### src/rtl/pending_req_encoder_pkg.sv
// Shared types for the pending-request encoder: FSM state encoding and the
// default request-line count.
package pending_req_encoder_pkg;

   localparam int unsigned DEFAULT_REQUESTS = 32;

   typedef enum logic {
      IDLE  = 1'b0,
      OFFER = 1'b1
   } state_t;

endpackage : pending_req_encoder_pkg

### src/rtl/pending_req_encoder_if.sv
// Request/offer bundle between event sources, the encoder and its consumer.
// The slave side is the encoder; the master side drives requests and ready.
interface pending_req_encoder_if
   import pending_req_encoder_pkg::*;
#(
   parameter int unsigned no_of_requests = DEFAULT_REQUESTS
);

   localparam int unsigned IDX_W = $clog2(no_of_requests);
   localparam int unsigned CNT_W = $clog2(no_of_requests + 1);

   logic [no_of_requests-1:0] req;
   logic                      out_ready;
   logic                      out_valid;
   logic [IDX_W-1:0]          out_idx;
   logic [no_of_requests-1:0] out_onehot;
   logic [CNT_W-1:0]          pend_count;

   modport master (
      output req,
      output out_ready,
      input  out_valid,
      input  out_idx,
      input  out_onehot,
      input  pend_count
   );

   modport slave (
      input  req,
      input  out_ready,
      output out_valid,
      output out_idx,
      output out_onehot,
      output pend_count
   );

endinterface : pending_req_encoder_if

### src/rtl/pending_req_encoder_prio_enc_lowest.sv
// Combinational lowest-set-bit encoder: idx of the lowest 1 in x, any = |x.
// idx is 0 when x is empty.
module prio_enc_lowest #(
   parameter  int unsigned no_of_requests = 32,
   localparam int unsigned IDX_W          = $clog2(no_of_requests)
) (
   input  logic [no_of_requests-1:0] x,
   output logic [IDX_W-1:0]          idx,
   output logic                      any
);

   // Scan high to low so the lowest set bit is the last one written.
   always_comb begin
      idx = '0;
      for (int unsigned i = no_of_requests; i > 0; i--) begin
         if (x[i-1]) begin
            idx = IDX_W'(i - 1);
         end
      end
      any = |x;
   end

endmodule : prio_enc_lowest

### src/rtl/pending_req_encoder.sv
// Sticky-latching priority encoder: collects request pulses into pending[]
// and offers the lowest pending index over a valid/ready handshake.
module pending_req_encoder
   import pending_req_encoder_pkg::*;
#(
   parameter int unsigned no_of_requests = DEFAULT_REQUESTS
) (
   input logic                   clk,
   input logic                   async_reset,
   pending_req_encoder_if.slave  bus
);

   localparam int unsigned IDX_W = $clog2(no_of_requests);
   localparam int unsigned CNT_W = $clog2(no_of_requests + 1);
   localparam logic [no_of_requests-1:0] ONE = no_of_requests'(1);

   state_t                    state, state_next;
   logic [no_of_requests-1:0] pending, pending_next;
   logic [IDX_W-1:0]          out_idx, idx_next;
   logic [no_of_requests-1:0] out_onehot, onehot_next;
   logic [CNT_W-1:0]          pend_count, count_next;

   logic                      hs;
   logic [no_of_requests-1:0] offered;
   logic [no_of_requests-1:0] clr;
   logic [no_of_requests-1:0] cand;
   logic [IDX_W-1:0]          low_pend, low_cand;
   logic                      any_pend, any_cand;

   function automatic logic [CNT_W-1:0] popcount(input logic [no_of_requests-1:0] v);
      logic [CNT_W-1:0] n;
      n = '0;
      for (int unsigned i = 0; i < no_of_requests; i++) begin
         n = n + CNT_W'(v[i]);
      end
      return n;
   endfunction

   prio_enc_lowest #(.no_of_requests(no_of_requests)) u_enc_pend (
      .x   (pending),
      .idx (low_pend),
      .any (any_pend)
   );

   prio_enc_lowest #(.no_of_requests(no_of_requests)) u_enc_cand (
      .x   (cand),
      .idx (low_cand),
      .any (any_cand)
   );

   // Selection looks only at registered pending; same-cycle req is merged
   // into pending_next but never competes for the slot in this cycle.
   always_comb begin
      state_next   = state;
      idx_next     = out_idx;
      onehot_next  = out_onehot;
      hs           = (state == OFFER) && bus.out_ready;
      offered      = ONE << out_idx;
      clr          = hs ? offered : '0;
      pending_next = (pending & ~clr) | bus.req;
      cand         = pending & ~offered;
      count_next   = popcount(pending_next);

      case (state)
         IDLE: begin
            if (any_pend) begin
               state_next  = OFFER;
               idx_next    = low_pend;
               onehot_next = ONE << low_pend;
            end
         end
         OFFER: begin
            if (hs) begin
               if (any_cand) begin
                  idx_next    = low_cand;
                  onehot_next = ONE << low_cand;
               end else begin
                  state_next  = IDLE;
                  onehot_next = '0;
               end
            end
         end
         default: begin
            state_next  = IDLE;
            onehot_next = '0;
         end
      endcase
   end

   always_ff @(posedge clk or negedge async_reset) begin
      if (!async_reset) begin
         state      <= IDLE;
         pending    <= '0;
         out_idx    <= '0;
         out_onehot <= '0;
         pend_count <= '0;
      end else begin
         state      <= state_next;
         pending    <= pending_next;
         out_idx    <= idx_next;
         out_onehot <= onehot_next;
         pend_count <= count_next;
      end
   end

   assign bus.out_valid  = (state == OFFER);
   assign bus.out_idx    = out_idx;
   assign bus.out_onehot = out_onehot;
   assign bus.pend_count = pend_count;

endmodule : pending_req_encoder

### src/flat_wrapper.sv
// flat-port wrapper written by rule: the top's interface ports become plain ports
module pending_req_encoder_flat import pending_req_encoder_pkg::*;
#(
   parameter int unsigned no_of_requests = DEFAULT_REQUESTS
)
  (clk, async_reset, bus_req, bus_out_ready, bus_out_valid, bus_out_idx, bus_out_onehot, bus_pend_count);
  pending_req_encoder_if #(.no_of_requests(no_of_requests)) bus_i ();
  input logic clk;
  input logic async_reset;
  input wire logic [$bits(bus_i.req)-1:0] bus_req;
  input wire logic [$bits(bus_i.out_ready)-1:0] bus_out_ready;
  output wire logic [$bits(bus_i.out_valid)-1:0] bus_out_valid;
  output wire logic [$bits(bus_i.out_idx)-1:0] bus_out_idx;
  output wire logic [$bits(bus_i.out_onehot)-1:0] bus_out_onehot;
  output wire logic [$bits(bus_i.pend_count)-1:0] bus_pend_count;
  assign bus_i.req = bus_req;
  assign bus_i.out_ready = bus_out_ready;
  assign bus_out_valid = bus_i.out_valid;
  assign bus_out_idx = bus_i.out_idx;
  assign bus_out_onehot = bus_i.out_onehot;
  assign bus_pend_count = bus_i.pend_count;
  pending_req_encoder #(.no_of_requests(no_of_requests)) u_core (.clk(clk), .async_reset(async_reset), .bus(bus_i));
endmodule
### config.mk
export PLATFORM = sky130hd
export DESIGN_NAME = pending_req_encoder_flat
export DESIGN_NICKNAME = d
export VERILOG_FILES = /design/src/rtl/pending_req_encoder_pkg.sv /design/src/rtl/pending_req_encoder_if.sv /design/src/rtl/pending_req_encoder_prio_enc_lowest.sv /design/src/rtl/pending_req_encoder.sv /design/src/flat_wrapper.sv
export SDC_FILE = /design/constraint.sdc
export NUM_CORES = 1
export LEC_CHECK = 0
export CAP_MARGIN = 20
export CORE_UTILIZATION = 30
export DETAILED_ROUTE_END_ITERATION = 8
export PLACE_DENSITY = 0.6
export SLEW_MARGIN = 20
export SYNTH_ARGS = -nofsm -noshare
export SYNTH_HDL_FRONTEND = slang
export SYNTH_SLANG_ARGS = --single-unit
### constraint.sdc
create_clock -name clk -period 6.95 [get_ports clk]
set_input_delay 2.085 -clock clk [delete_from_list [all_inputs] [get_ports clk]]
set_output_delay 2.085 -clock clk [all_outputs]
set_load 0.01 [all_outputs]
== Word-level counts from Yosys, hierarchy flattened ==
Cells that the tools add are included.
Storage, ports and cells
  register bits after elaboration: 76
  bits of input ports: 35
  word-level logic and storage cells: 130
Cells by class
  $add $sub $neg: 31
  equal/unequal tests: 3
  shift-type cells: 3
  multiplexer cells: 77
  bitwise logic cells: 6
  reduce and logical (&&, ||, !) cells: 5
Operators with widths (number)
  two-way mux 5 bit: 67
  adder 6 x 1 -> 6 bit: 30
  two-way mux 32 bit: 4
  left shift 1 x 5 -> 32 bit (first input constant): 3
  AND 32 bit: 2
  inverter 32 bit: 2
  one-hot mux 32 bit (2 select lines): 1
  OR reduction 32 bit: 2
  OR 32 bit: 1
  one-hot mux 5 bit (2 select lines): 1
  inequality test 2 bit (second input constant): 2
  two-way mux 1 bit: 3
  AND reduction 3 bit: 1
  adder 1 x 1 -> 2 bit: 1
  inequality test 2 x 1 -> 1 bit (second input constant): 1
  one-hot mux 1 bit (2 select lines): 1
  AND reduction 2 bit: 1
  logical AND 1 bit: 1
  inverter 1 bit: 1

== Longest topological paths before layout ==
Gate-level depths: netlist (run 1).
  depth after elaboration: 39
  gate-level depth with buffers: 21
  gate-level depth less buffers: 20

== Modules after synthesis ==
A second synthesis (run 1) with hierarchy kept.
Second synthesis, totals
  cells, all modules: 594
  area total of the unflattened synthesis: 5320.1 sq um
Modules (own cells, without submodules)
  pending_req_encoder: instances 1, cells each 464, area an instance 4549.4 sq um, sequential area each 1901.8 sq um
  prio_enc_lowest: instances 2, cells each 65, area an instance 385.4 sq um, sequential area each 0.0 sq um

== Worst setup path before layout (run 1) ==
OpenSTA, ideal clock, no wires.
  path type: input to register
  start: input bus_out_ready
  end: register u_core.pend_count[4] (netlist: u_core.bus.pend_count[4])
  arrival: 7.295 ns
  path slack: -0.425 ns
  cell stages on the path: 20
  path buffers: 1
  cell sequence: nand2_1 > clkbuf_1 > nor4_1 > o21bai_1 > ha_1 > inv_1 > fa_1 > inv_1 > fa_1 > inv_1 > fa_1 > fa_1 > fa_1 > inv_1 > fa_1 > fa_1 > fa_1 > a21o_1 > a21oi_1 > xnor2_1
On the way
  word-level cells in the longest chain between the ends: 36
RTL lines
  start: declaration: line flat_wrapper.sv:11  | input wire logic [$bits(bus_i.out_ready)-1:0] bus_out_ready;
  logical AND 1 bit: line pending_req_encoder.sv:57  | hs = (state == OFFER) && bus.out_ready;
  two-way mux 32 bit: line pending_req_encoder.sv:59  | clr = hs ? offered : '0;
  inverter 32 bit: line pending_req_encoder.sv:60  | pending_next = (pending & ~clr) | bus.req;
  AND 32 bit: line pending_req_encoder.sv:60
  OR 32 bit: line pending_req_encoder.sv:60
  via u_core.pending_next[1]: line pending_req_encoder.sv:18  | logic [no_of_requests-1:0] pending, pending_next;
  adder 1 x 1 -> 2 bit: line pending_req_encoder.sv:34  | n = n + CNT_W'(v[i]);
  adder 6 x 1 -> 6 bit (30 in a row): line pending_req_encoder.sv:34
  via u_core.count_next[4]: line pending_req_encoder.sv:21  | logic [CNT_W-1:0] pend_count, count_next;
  end signal: assignment: line pending_req_encoder.sv:102  | pend_count <= count_next;
  end: declaration: line pending_req_encoder.sv:21
The timed path passes the listed nets, and every way through them passes these cells.
A chain may end at the register's enable or synchronous reset.

== Final worst setup path (run 1) ==
  start: input bus_out_ready
  end: register u_core.pend_count[4] (netlist: u_core.bus.pend_count[4])
On the way
  elaborated cells on any way between the ends: 36
  those cells by class: add/sub (31); mux (1); bitwise (3); reduce/logical (1)
RTL lines (line)
  logical AND 1 bit: pending_req_encoder.sv:57
  two-way mux 32 bit: pending_req_encoder.sv:59
  inverter 32 bit: pending_req_encoder.sv:60
  AND 32 bit: pending_req_encoder.sv:60
  OR 32 bit: pending_req_encoder.sv:60
  via u_core.pending_next[14]: pending_req_encoder.sv:18
  adder 6 x 1 -> 6 bit (18 in a row): pending_req_encoder.sv:34
  via u_core.count_next[4]: pending_req_encoder.sv:21
The timed path passes the listed nets, and every way through them passes these cells.

==> impl_metrics.py, run 1 <==
metrics = {
    "sta": {
        "grt_setup_unrepaired": "yes",
        "skew_ns": 0.0122,
        "final_max_slew_viol_count": 0,
        "period_share_pct": 99.3,
        "setup_violations": 0,
        "max_freq_ghz": 0.145,
        "relSlewSlack_pct": 34.9,
        "finalHoldViolations": 0,
        "fin_crit_ns": 6.90,
        "tightest_slew_ns": 0.976,
    },
    "floorplanning": {
        "boundaryPins": 79,
        "start_util_pct": 30.9,
        "core-area_um2": 16700,
        "die-area_um2": 17700,
        "die_h_um": 133,
        "rows": 47,
        "fp.dieW_um": 133,
    },
    "outcome": {
        "status": "finished, final reports clean",
    },
    "synthesis": {
        "synth_top_area_cell": "dfrtp_1",
        "synth_flop_cell": "dfrtp_1",
        "synth_cells": 571,
        "yosys_register_bits": 76,
        "synth_cell_type_count": 72,
        "synth_seq_area_share_pct": 36.8,
        "ys_top_cells_by_area": "dfrtp_1, fa_1, nand2_1",
        "synth_top_area_share_pct": 36.8,
        "syn_area_per_cell_um2": 9.05,
        "yosys_warnings": 0,
        "syn-num-nets": 638,
        "synth_edf_count": 0,
        "ys_async_sr_fraction_pct": 100,
        "netlist_area_um2": 5160,
    },
    "setup_path": {
        "endpoint_kind": "flip-flop",
        "worstPathArrival_ns": 7.18,
        "r2r_end": "u_core.bus.pend_count[4]",
        "crit_path_max_fanout": 3,
        "slowest_stage": "fa_1",
        "crit_top_cell": "fa_1",
        "cp_cell_sequence": "buf_4 > buf_4 > nand4_1 > or2_2 > a21o_1 > inv_1 > fa_1 > inv_1 > fa_1 > inv_1 > fa_1 > fa_1 > fa_1 > inv_1 > fa_1 > fa_2 > fa_2 > a21o_1 > a21oi_2 > xnor2_1",
        "cp_top_family": "adder cells",
        "crit_buf_inv": 6,
        "reg2regPathDepth": 18,
        "slowest_delay_ns": 0.50,
        "reg2reg_slack_ns": 0.76,
        "cp_data_required_time_ns": 7.22,
        "timing.rr.start": "u_core.bus.out_idx[3]",
        "path_depth": 20,
        "start_kind": "primary input",
        "path_class": "primary input to flip-flop",
    },
    "detailed_routing": {
        "drc": 0,
        "drt-initial-drc-count": 415,
        "routed_wl_um": 17300,
        "dr.pass1.iters": 6,
        "vias": 4957,
        "detail-route-antenna-nets": 0,
        "post_drt_wl_per_cell_um": 19.5,
        "viasPerCell": 5.60,
    },
    "cts": {
        "clock_path_buffers": 2,
        "path_clk_slew_ns": 0.06,
        "cts_hold_buf": 0,
        "insertion_delay_ns": 0.36,
        "cts_sinks": 76,
        "cts_tree": "built",
        "htreeDepth": 3,
        "cts_buffers": 9,
        "cts-root-buf": "clkbuf_16",
    },
    "power": {
        "swShare_pct": 30.4,
        "power_mw": 1.24,
        "power_density_nw_per_um2": 186,
        "p_leak_nw": 2.46,
        "ir_drop_uv": 153,
        "seq_power_share_pct": 39.2,
        "comb_power_share_pct": 23.2,
        "clockPowerShare_pct": 37.6,
        "netSwitchingPower_uw": 377,
        "intPower_uw": 864,
    },
    "placement": {
        "hpwl_um": 13200,
        "gp_congestion": 0.918,
        "portBuffers": 78,
        "place_inst": 866,
    },
    "worst_hold_path": {
        "min_from": "u_core.bus.out_onehot[0]",
        "hold_class": "flip-flop to flip-flop",
        "holdPathStages": 2,
        "hold_end": "u_core.bus.out_onehot[0]",
    },
    "grt": {
        "grt_max_degree": 77,
        "grt_antenna_before_repair": 0,
        "gr-total-overflow": 0,
        "grt_pass1_vias": 5037,
        "grt_use_total_pct": 20.5,
        "grt_pass1_wl_um": 27800,
    },
    "job": {
        "maxCapViolCount": 0,
    },
    "cells_and_area": {
        "synthToLayoutAreaGrowth_pct": 29.1,
        "nNetsFinal": 727,
        "fin_cells": 885,
        "drive_above_1_share_pct": 10.2,
        "diodes": 0,
    },
}
-- flip-flops by register name, summed over array words and instances (netlist names) --
register / count
u_core.bus.out_onehot: 32
u_core.bus.out_valid: 1
u_core.bus.out_idx: 5
u_core.pending: 32
u_core.bus.pend_count: 6
-- worst reg2reg max path, cell delays in order (launching register included) --
cell and delay [ns]:
dfrtp_1 0.63, buf_4 0.25, or3b_1 0.49, nand2b_1 0.24
o21ai_0 0.23, nand2b_1 0.13, fa_1 0.47, fa_1 0.53
inv_1 0.06, fa_1 0.52, fa_1 0.43, fa_1 0.51
inv_1 0.05, fa_1 0.45, fa_2 0.37, fa_2 0.35
a21o_1 0.17, a21oi_2 0.12, xnor2_1 0.13
-- power groups by stage --
| stage | sequential, mW | combinational, mW | clock, mW |
|---|---|---|---|
| after floorplan | 0.497 | 0.142 | 0 |
| after global placement | 0.493 | 0.280 | 0 |
| after detailed placement | 0.492 | 0.286 | 0 |
| after CTS | 0.486 | 0.290 | 0.476 |
| after global routing | 0.489 | 0.316 | 0.494 |
| final | 0.486 | 0.288 | 0.467 |
-- Yosys cell counts, types with 7 or more instances --
cell type  number
a32oi_1        18
o221ai_1       10
nand3b_1        7
ha_1            8
o21a_1         13
dfrtp_1        76
clkbuf_1       14
a21oi_1        39
and2_1          7
nand3_1        10
nand4_1         8
nand2_1        55
inv_1          49
o21ai_0        35
nor4_1         12
o31ai_1         8
nor2_1         33
nor2b_1         8
o21ai_1        14
fa_1           24
nand2b_1       15
-- worst max path at each step --
stage	startpoint	end	slack (ns)
finish	bus_out_ready	u_core.bus.pend_count[4]	0.05
detailed placement	bus_out_ready	u_core.bus.pend_count[4]	-0.91
CTS	bus_req[1]	u_core.bus.pend_count[4]	0.006
global placement	bus_out_ready	u_core.bus.pend_count[4]	-0.84
floorplan	bus_out_ready	u_core.bus.pend_count[4]	-0.08
global route	bus_out_ready	u_core.bus.pend_count[4]	-0.13
-- layer usage --
metal	GRT usage, %	vias up	part of all wire (%)
met5	0	-	0
met4	7.01	0	1.8
met3	5.10	23	7.3
met2	32.2	193	48
met1	27.4	2460	43
li1	-	2281	-
-- per-stage QoR --
step	setup WS, ns	hold WS (ns)	utilization (%)	area, µm²	TNS, ns
3_3_place_gp	-0.844	0.481	37.7	6290	-3.92
4_1_cts	0.00577	0.493	39.7	6620	0
6_report	0.0468	0.488	39.9	6670	0
5_1_grt	-0.129	0.519	39.9	6670	-0.129
2_1_floorplan	-0.0822	0.524	-	5200	-0.0822
3_5_place_dp	-0.910	0.480	37.7	6300	-4.11
-- cells in the final DEF, fill, tap and decap left out, types with 6 or more instances in the layout --
cell type        Yosys  layout
dfrtp_1             76      76
clkdlybuf4s50_1      0      74
nand2_1             55      54
inv_1               49      49
a21oi_1             39      36
o21ai_0             35      35
nor2_1              33      32
buf_4                0      23
fa_1                24      22
a32oi_1             18      18
nand2b_1            15      15
o21a_1              13      13
o21ai_1             14      13
nor4_1              12      11
nand3_1             10      10
o221ai_1            10      10
clkbuf_16            0       9
nand4_1              8       8
o31ai_1              8       8
nor2b_1              8       8
nand3b_1             7       7
and2_1               7       7
ha_1                 8       7
or3_1                6       6
nor3_1               6       6
o211ai_1             6       6
-- cell type report --
cell class / instances / area [µm²]
Clock inverter: 7 / 65.1
Inverter: 49 / 184
Fill cell: 1695 / 10000
Timing Repair Buffer: 101 / 961
Multi-Input combinational cell: 423 / 3060
Tap cell: 220 / 275
Clock buffer: 9 / 225
Sequential cell: 76 / 1900
-- kinds of logic (layout without fill, tap and decap cells) --
logic type / Yosys count / in the layout / synth area share [%]
compound gates: 194 / 194 / 25.7
simple gates: 192 / 192 / 19.8
flops: 76 / 76 / 36.8
buf+inv: 72 / 166 / 5.52
fa+ha+maj: 32 / 32 / 11.2
xor+xnor: 3 / 3 / 0.509
mux: 2 / 2 / 0.412
-- what timing repair did --
| action | CTS | global route |
|---|---|---|
| endpoints found under the setup margin | 5 | 2 |
| resized for setup | 9 | 8 |
| pin swaps | 6 | 2 |
| buffers inserted | 2 | 1 |
Power figures use the tool's default switching activity.
==> inputs of run 2 (changes only) <==
CAP_MARGIN = 5   (was 20)
==> results of run 2 <==
Same layout as run 1: the final DEF is identical, and so are final timing and power.
==> inputs of run 3 (changes only) <==
ABC_AREA = 1   (was default)
GPL_TIMING_DRIVEN = 0   (was default)
==> impl_metrics.py, run 3 <==
metrics = {
    "synthesis": {
        "synth_cell_type_count": 41,
        "synth_top_family_by_area": "simple AND/OR/NAND/NOR gates",
        "yosys_warnings": 0,
        "netlist_area_um2": 5360,
        "syn-num-nets": 770,
        "ys_async_sr_fraction_pct": 100,
        "muxShareOfSynthArea_pct": 0,
        "synth_cells": 703,
        "yosys_register_bits": 76,
        "synth-simple-area-share_pct": 28.2,
        "synth_flop_cell": "dfrtp_1",
        "synth_seq_area_share_pct": 35.5,
        "synth_xor_area_share_pct": 0.490,
        "synth_top_area_cell": "dfrtp_1",
        "yosys-top-cells-count": "nand2_1, nor2_1, inv_1",
        "synth_fa_ha_area_share_pct": 10.8,
        "synth_compound_area_share_pct": 17.0,
        "synth_top_area_share_pct": 35.5,
        "yosysMostFrequentCell": "nand2_1",
        "ys_top_cells_by_area": "dfrtp_1, nand2_1, fa_1",
        "syn_area_per_cell_um2": 7.62,
        "synth_edf_count": 0,
    },
    "cells_and_area": {
        "nNetsFinal": 869,
        "final_area_um2": 6960,
        "fin_cells": 1031,
        "diodes": 0,
        "drive_above_1_share_pct": 11.7,
        "reg.largest.list": "u_core.bus.out_onehot: 32 flops, u_core.pending: 32 flops, u_core.bus.pend_count: 6 flops",
        "synthToLayoutAreaGrowth_pct": 29.8,
        "final_common_cell": "nand2_1",
        "final_cell_mix": "nand2_1, nor2_1, inv_1",
        "fillerInstances": 1795,
    },
    "sta": {
        "timing.final.ws_setup_ns": -0.141,
        "fin_crit_ns": 7.09,
        "relSlewSlack_pct": 50.7,
        "period_share_pct": 102,
        "setup_violations": 3,
        "tns_ns": -0.262,
        "skew_ns": 0.00990,
        "finalHoldViolations": 0,
        "tightest_slew_ns": 0.732,
        "max_freq_ghz": 0.141,
        "grt_setup_unrepaired": "yes",
        "final_max_slew_viol_count": 0,
    },
    "floorplanning": {
        "fp.dieW_um": 136,
        "die_h_um": 136,
        "core-area_um2": 17400,
        "die-area_um2": 18400,
        "rows": 48,
        "boundaryPins": 79,
        "start_util_pct": 30.9,
    },
    "outcome": {
        "failed_checks": "setup timing",
        "status": "complete, but fails checks",
    },
    "placement": {
        "place_inst": 1007,
        "portBuffers": 78,
        "pre_cts_slack_ns": -1.29,
        "dpl_cell_area_um2": 6470,
        "gp_congestion": 0.882,
        "hpwl_um": 12800,
    },
    "setup_path": {
        "timing.rr.start": "u_core.bus.out_idx[3]",
        "cp_top_family": "adder cells",
        "worstPathArrival_ns": 7.36,
        "path_depth": 23,
        "reg2regPathDepth": 23,
        "cp_data_required_time_ns": 7.22,
        "crit_buf_inv": 7,
        "path_class": "primary input to flip-flop",
        "endpoint_kind": "flip-flop",
        "crit_top_cell": "fa_1",
        "start_kind": "primary input",
        "crit_path_max_fanout": 3,
        "slowest_delay_ns": 0.52,
        "crit_start": "bus_out_ready",
        "slowest_stage": "fa_1",
        "cp_cell_sequence": "buf_12 > nand2_8 > clkbuf_16 > clkbuf_16 > a21oi_2 > nand2_1 > ha_1 > inv_2 > fa_1 > inv_2 > fa_1 > inv_2 > fa_1 > fa_1 > fa_1 > inv_2 > fa_1 > fa_2 > fa_2 > a21oi_2 > nor2_1 > nor2_1 > xnor2_1",
    },
    "cts": {
        "path_clk_slew_ns": 0.06,
        "cts_hold_buf": 0,
        "insertion_delay_ns": 0.35,
        "cts_buffers": 9,
        "clock_path_buffers": 2,
        "htreeDepth": 3,
        "cts-root-buf": "clkbuf_16",
        "cts_tree": "built",
        "cts_sinks": 76,
    },
    "detailed_routing": {
        "routed_wl_um": 16100,
        "vias": 5057,
        "routed-wl-met3_um": 1230,
        "dr.pass1.iters": 5,
        "route.met2.wl_um": 7220,
        "wl_met1_um": 7520,
        "post_drt_wl_per_cell_um": 15.6,
        "drc": 0,
        "routed.top_layer": "met4",
        "viasPerCell": 4.90,
        "detail-route-antenna-nets": 0,
        "drt-initial-drc-count": 314,
    },
    "worst_hold_path": {
        "hold_class": "flip-flop to flip-flop",
        "min_from": "u_core.bus.out_onehot[6]",
        "holdPathStages": 1,
    },
    "grt": {
        "grt_pass1_vias": 4909,
        "grt_max_degree": 44,
        "grt_use_total_pct": 18.8,
        "grt_antenna_before_repair": 0,
        "gr-total-overflow": 0,
        "grt_pass1_wl_um": 26100,
    },
    "power": {
        "power_density_nw_per_um2": 199,
        "power_mw": 1.39,
        "p_leak_nw": 2.82,
        "ir_drop_uv": 138,
    },
    "job": {
        "maxCapViolCount": 0,
    },
}
## run 3: final cells by class
cell class | count | area, µm² | share of cell area [%]
Tap cell | 225 | 282 | 4.05
Buffer | 21 | 134 | 1.92
Clock inverter | 5 | 77.6 | 1.11
Sequential cell | 76 | 1900 | 27.3
Inverter | 89 | 334 | 4.80
Multi-Input combinational cell | 516 | 3090 | 44.4
Clock buffer | 10 | 229 | 3.29
Timing Repair Buffer | 89 | 910 | 13.1
## run 3: worst paths after layout
| check | end | slack, ns |
|---|---|---|
| worst min-delay path | u_core.bus.out_onehot[6] | 0.51 |
| worst max-delay path | u_core.bus.pend_count[4] | -0.14 |
| min in group asynchronous | u_core.bus.pend_count[5] | 1.69 |
| worst max register to register | u_core.bus.pend_count[4] | 0.54 |
| worst min register to register | u_core.bus.out_onehot[6] | 0.51 |
| max in group asynchronous | u_core.bus.out_onehot[6] | 4.69 |
## run 3: repair_timing
| item | 4_1_cts | 5_1_grt |
|---|---|---|
| buffers inserted | 7 | 3 |
| gates resized for setup | 24 | 10 |
| pin swaps | 12 | 16 |
| endpoints found under the setup margin | 6 | 5 |
## run 3: cell families after synthesis
logic type,Yosys count
AO/OA/AOI/OAI,152
XOR/XNOR,3
adder cells (fa/ha/maj),32
buffers and inverters,111
flip-flops,76
AND/OR/NAND/NOR,329
## run 3: power by group
group          switching (mW)  internal (mW)
logic                   0.202          0.181
clock network           0.188          0.311
registers              0.0246          0.480
total                   0.414          0.973
## run 3: per-layer routing
metal | vias up | track usage [%]
met2 | 171 | 27.9
met4 | 0 | 4.49
li1 | 2504 | -
met5 | - | 0
met1 | 2373 | 27.1
met3 | 9 | 4.79
## run 3: through the flow
| step | utilization (%) | hold WS, ns |
|---|---|---|
| final | 40.1 | 0.512 |
| after detailed placement | 37.3 | 0.504 |
| after floorplan | - | 0.532 |
| after global placement | 37.2 | 0.505 |
| after CTS | 39.8 | 0.518 |
| after global routing | 40.1 | 0.543 |
